==> src/rtl/sobel_window_ctrl.sv <==
// Frame sequencer for the Sobel 3x3 window: beat/row tracking, line-buffer rotation and strobe generation.
// Optional SOBEL_CTRL_STALL_CNT_EN adds a saturating 32-bit input stall counter (stall_cnt).
module sobel_window_ctrl #(
    parameter int PIXEL     = 3,
    parameter int DATAWIDTH = 8,
    parameter int COL_W     = 10,
    parameter int ROW_W     = 11
) (
    input  logic                       clk,
    input  logic                       ARESETN,
    input  logic                       cfg_start,
    input  logic [COL_W-1:0]           cfg_width_beats,
    input  logic [ROW_W-1:0]           cfg_height,
    input  logic                       s_tvalid,
    output logic                       s_tready,
    input  logic                       s_tlast,
    input  logic [PIXEL*DATAWIDTH-1:0] s_tdata,
    output logic                       lb_wr_en,
    output logic [COL_W-1:0]           lb_addr,
    output logic [PIXEL*DATAWIDTH-1:0] lb_wr_data,
    output logic [1:0]                 lb_rot,
    input  logic                       i_busy,
    output logic                       o_strobe,
    output logic                       o_tlast,
    output logic                       frame_done,
    output logic                       cfg_err,
    output logic                       tlast_err
`ifdef SOBEL_CTRL_STALL_CNT_EN
    ,
    output logic [31:0]                stall_cnt
`endif
);

    typedef enum logic [1:0] {IDLE, FILL, RUN, DONE} state_t;

    state_t           state, state_nxt;
    logic [COL_W-1:0] w_q, col;
    logic [ROW_W-1:0] h_q, row;
    logic             active, acc, last_col, eor, cfg_ok, start_ok;

    assign active   = (state == FILL) || (state == RUN);
    // NOTE: s_tready is combinational from i_busy so a busy filter stage stalls input in the same cycle.
    assign s_tready = active && !i_busy;
    assign acc      = s_tvalid && s_tready;
    assign last_col = (col == w_q - COL_W'(1));
    assign eor      = acc && (last_col || s_tlast);
    assign cfg_ok   = (cfg_width_beats != '0) && (cfg_height >= ROW_W'(3));
    assign start_ok = (state == IDLE) && cfg_start && cfg_ok;

    assign lb_wr_en   = acc;
    assign lb_addr    = col;
    assign lb_wr_data = s_tdata;

    // NOTE: every variable written here gets a default first, otherwise a latch is inferred.
    always_comb begin
        state_nxt = state;
        unique case (state)
            IDLE:    if (start_ok) state_nxt = FILL;
            FILL:    if (eor && (row == ROW_W'(1))) state_nxt = RUN;
            RUN:     if (eor && (row == h_q - ROW_W'(1))) state_nxt = DONE;
            DONE:    state_nxt = IDLE;
            default: state_nxt = IDLE;
        endcase
    end

    // NOTE: sequential state uses non-blocking assignments so all registers update from pre-edge values.
    always_ff @(posedge clk or negedge ARESETN) begin
        if (!ARESETN) begin
            state      <= IDLE;
            w_q        <= '0;
            h_q        <= '0;
            col        <= '0;
            row        <= '0;
            lb_rot     <= '0;
            o_strobe   <= 1'b0;
            o_tlast    <= 1'b0;
            frame_done <= 1'b0;
            cfg_err    <= 1'b0;
            tlast_err  <= 1'b0;
        end else begin
            state      <= state_nxt;
            o_strobe   <= (state == RUN) && acc;
            o_tlast    <= (state == RUN) && eor;
            frame_done <= (state == DONE);
            if ((state == IDLE) && cfg_start && !cfg_ok) cfg_err <= 1'b1;
            if (start_ok) begin
                w_q <= cfg_width_beats;
                h_q <= cfg_height;
                col <= '0;
                row <= '0;
            end else if (acc) begin
                if (eor) begin
                    col    <= '0;
                    row    <= row + ROW_W'(1);
                    lb_rot <= (lb_rot == 2'd2) ? 2'd0 : lb_rot + 2'd1;
                end else begin
                    col <= col + COL_W'(1);
                end
                // A misplaced tlast, either early or missing, is flagged but the row still ends.
                if (s_tlast != last_col) tlast_err <= 1'b1;
            end
        end
    end

`ifdef SOBEL_CTRL_STALL_CNT_EN
    always_ff @(posedge clk or negedge ARESETN) begin
        if (!ARESETN) begin
            stall_cnt <= '0;
        end else if (start_ok) begin
            stall_cnt <= '0;
        end else if (active && s_tvalid && !s_tready && (stall_cnt != '1)) begin
            stall_cnt <= stall_cnt + 32'd1;
        end
    end
`endif

endmodule

==> config.mk <==
export PLATFORM = sky130hd
export DESIGN_NAME = sobel_window_ctrl
export DESIGN_NICKNAME = d
export VERILOG_FILES = /design/src/rtl/sobel_window_ctrl.sv
export SDC_FILE = /design/constraint.sdc
export NUM_CORES = 1
export LEC_CHECK = 0
export CORE_ASPECT_RATIO = 0.7
export CORE_MARGIN = 2
export CORE_UTILIZATION = 29
export DETAILED_ROUTE_END_ITERATION = 7
export GPL_TIMING_DRIVEN = 0
export SYNTH_ARGS = -nofsm -noshare
export SYNTH_HDL_FRONTEND = slang
export SYNTH_SLANG_ARGS = --single-unit
==> constraint.sdc <==
create_clock -name clk -period 5.2 [get_ports clk]
set_input_delay 0.52 -clock clk [delete_from_list [all_inputs] [get_ports clk]]
set_output_delay 0.52 -clock clk [all_outputs]
set_load 0.005 [all_outputs]
==> flow_metrics.py <==
metrics = {
    "clock_network": {
        "htreeDepth": 2,
        "cts-root-buf": "clkbuf_16",
        "ctsHoldBuffers": 0,
        "post_cts_buffers": 0,
        "clk_pin_slew_ns": 0.07,
        "cts_buffers": 5,
        "clk_path_buf_depth": 2,
        "cts_resized": 0,
        "clk_latency_ns": 0.28,
        "clock_sinks": 51,
        "tritoncts": "done",
    },
    "sta": {
        "slew_violations": 0,
        "holdWs_ns": 0.245,
        "finalHoldViolations": 0,
        "fmax_ghz": 0.223,
        "rsz0062_at_grt": "no",
        "period_needed_ns": 4.48,
        "min_period_over_period_pct": 86.1,
        "fin_skew_ns": 0.00461,
        "finalSetupTns_ns": 0,
        "tightestPinTransition_ns": 0.721,
        "setup_violations": 0,
        "max-slew-margin-rel_pct": 52.0,
    },
    "routing": {
        "detail_route.wl_per_cell_um": 14.7,
        "drt_iter0_drc": 242,
        "ant_nets": 0,
        "wl_mm": 8.60,
        "drc": 0,
        "viasPerCell": 4.85,
        "vias": 2827,
        "dr.pass1.iters": 4,
    },
    "placed_design": {
        "placed_cell_area_um2": 4160,
        "io_buffers": 69,
        "gp_congestion": 0.861,
        "hpwl_mm": 6.68,
    },
    "min_path": {
        "hold_class": "input pin to async pin",
    },
    "setup_path": {
        "cpPeakStageDelay_ns": 0.55,
        "ff2ff_setup_slack_ns": 0.72,
        "critPathMostFrequentCell": "or4_1",
        "reg2reg_to": "state[1]",
        "critPathMaxFanout": 10,
        "slowest_stage": "or4_1",
        "worstReg2RegStart": "w_q[0]",
        "worstPathArrival_ns": 4.63,
        "crit_type": "flop to flop",
        "path_buf_inv": 2,
        "cp-end-kind": "flop",
        "crit_family": "simple AND/OR/NAND/NOR gates",
        "reg2regPathDepth": 14,
        "required_ns": 5.35,
        "worst_setup_path_start_kind": "flop",
        "crit_chain": "or4_1, or4_1, nand3b_1, a311oi_1, o2111ai_1, ha_1, clkbuf_1, nor4bb_1, buf_6, nand4_1, a21oi_1, a21boi_0, mux2i_1, o211ai_1",
    },
    "final_layout": {
        "layout.nets": 491,
        "fillers": 1114,
        "syn_to_final_growth_pct": 32.9,
        "fin_util_pct": 39.5,
        "design_area_um2": 4330,
        "n_antenna_cell": 0,
        "drive_above_1_share_pct": 14.4,
    },
    "grt": {
        "overflow": 0,
        "grt_use_total_pct": 14.5,
        "grt_max_degree": 27,
        "antenna_found_initial": 0,
        "grt_pass1_vias": 2728,
        "grt_first_pass_wirelength_mm": 13.9,
    },
    "floorplan": {
        "die_area_um2": 12100,
        "die_width_um": 131,
        "initial_core_util_pct": 29.7,
        "std_cell_rows": 32,
        "ios": 94,
        "coreArea_um2": 11000,
        "die_y_um": 92.7,
    },
    "power": {
        "power_density_nw_per_um2": 433,
        "leakage_nw": 1.77,
        "total_power_mw": 1.87,
        "irDropWorstVdd_uv": 192,
    },
    "synth": {
        "yosysTopAreaCell": "dfrtp_1",
        "synth_edf_count": 0,
        "syn_area_um2": 3260,
        "yosysWarningCount": 0,
        "synthesis.nets": 414,
        "yosys_register_bits": 51,
        "synth-async-reset-ratio_pct": 100,
        "ys_seq_area_share_pct": 39.2,
        "syn_avg_cell_area_um2": 9.26,
        "synthFlopType": "dfrtp_1",
        "ys_types": 55,
        "synth_area_leaders": "dfrtp_1, buf_4, mux2_2",
        "netlist.area_leader.share_pct": 39.2,
        "netlist_instances": 352,
    },
    "job": {
        "maxCapViolCount": 0,
    },
    "outcome": {
        "status": "complete, no violations",
    },
}
metal layers:
metal / wire length, um / track usage (%)
met1: 4350 / 21.8
met2: 3790 / 21.2
met3: 409 / 2.89
met4: 47 / 3.10
met5: 0 / 0
where the power goes:
part	switching [mW]	internal, mW
registers	0.140	0.519
clock network	0.145	0.240
logic	0.410	0.420
registers in the layout, indices dropped and copies added, names as in the netlist:
signal and cells:
h_q 11, row 11, lb_addr 10, w_q 10, lb_rot 2, state 2
cfg_err 1, frame_done 1, o_strobe 1, o_tlast 1, tlast_err 1
layout by cell type (no fill, tap or decap), types with 3 or more instances in the layout:
cell type and n:
clkbuf_16 5, xnor2_1 19, clkbuf_1 6, nor2b_1 3, or3_1 7, mux2_2 16, or4_1 4, ha_1 11
inv_1 12, nor4_1 4, xor2_1 15, o21ai_0 19, nor3_1 9, and3_1 3, nor2_1 38, mux2i_1 3
nand3_1 9, nand4_1 7, nor4b_1 3, o211ai_1 3, dfrtp_1 51, a311oi_1 3, nand2_1 26, a21oi_1 15
nor3b_1 3, buf_4 24, clkdlybuf4s50_1 68
Yosys cell counts, types with 2 or more instances:
library cell	instances
a211oi_1	2
a21boi_0	2
a21oi_1	15
a22oi_1	2
a311oi_1	3
a31oi_1	2
and2_1	2
and3_1	3
buf_1	2
buf_4	24
buf_6	2
clkbuf_1	6
dfrtp_1	51
ha_1	11
inv_1	12
mux2_2	16
mux2i_1	3
nand2_1	26
nand2b_1	2
nand3_1	9
nand4_1	7
nor2_1	38
nor2b_1	3
nor3_1	9
nor3b_1	3
nor4_1	4
nor4b_1	3
o211ai_1	3
o21ai_0	19
or2_2	2
or3_1	7
or4_1	4
xnor2_1	19
xor2_1	15
worst max path at each step:
stage,startpoint,end,slack (ns),cells after the start
final,w_q[0],state[1],0.72,14
after CTS,w_q[0],state[1],0.73,14
after global routing,w_q[0],state[0],0.40,15
after global placement,w_q[0],state[1],0.81,14
after detailed placement,w_q[0],state[1],0.74,14
after floorplan,w_q[0],state[0],1.41,14
final cells by class:
type	instances	area [um2]	share of cell area, %
tap	153	191	4.42
clock buffer	6	139	3.21
sequential	51	1280	29.5
inverter	13	48.8	1.13
clock inverter	2	35.0	0.809
buffer	36	245	5.66
timing repair buffer	70	706	16.3
multi-input combinational	252	1690	39.0
kinds of logic (layout without fill, tap and decap cells):
logic type                 Yosys count  count (layout)  synth area share, %
xor gates and xnor gates            34              34                 9.14
and+or+nand+nor                    128             128                 20.0
AOI/OAI and AO/OA                   60              60                 12.0
muxes                               19              19                 6.45
adders and majority gates           11              11                 4.22
buffers and inverters               49             127                 9.02
DFF                                 51              51                 39.2
metrics by stage:
stage / setup WS, ns / cells
2_1_floorplan: 1.41 / 352
3_3_place_gp: 0.815 / 574
5_1_grt: 0.405 / 583
6_report: 0.723 / 583
3_5_place_dp: 0.741 / 575
4_1_cts: 0.727 / 583
No activity file was read; power rests on OpenSTA's default activity.
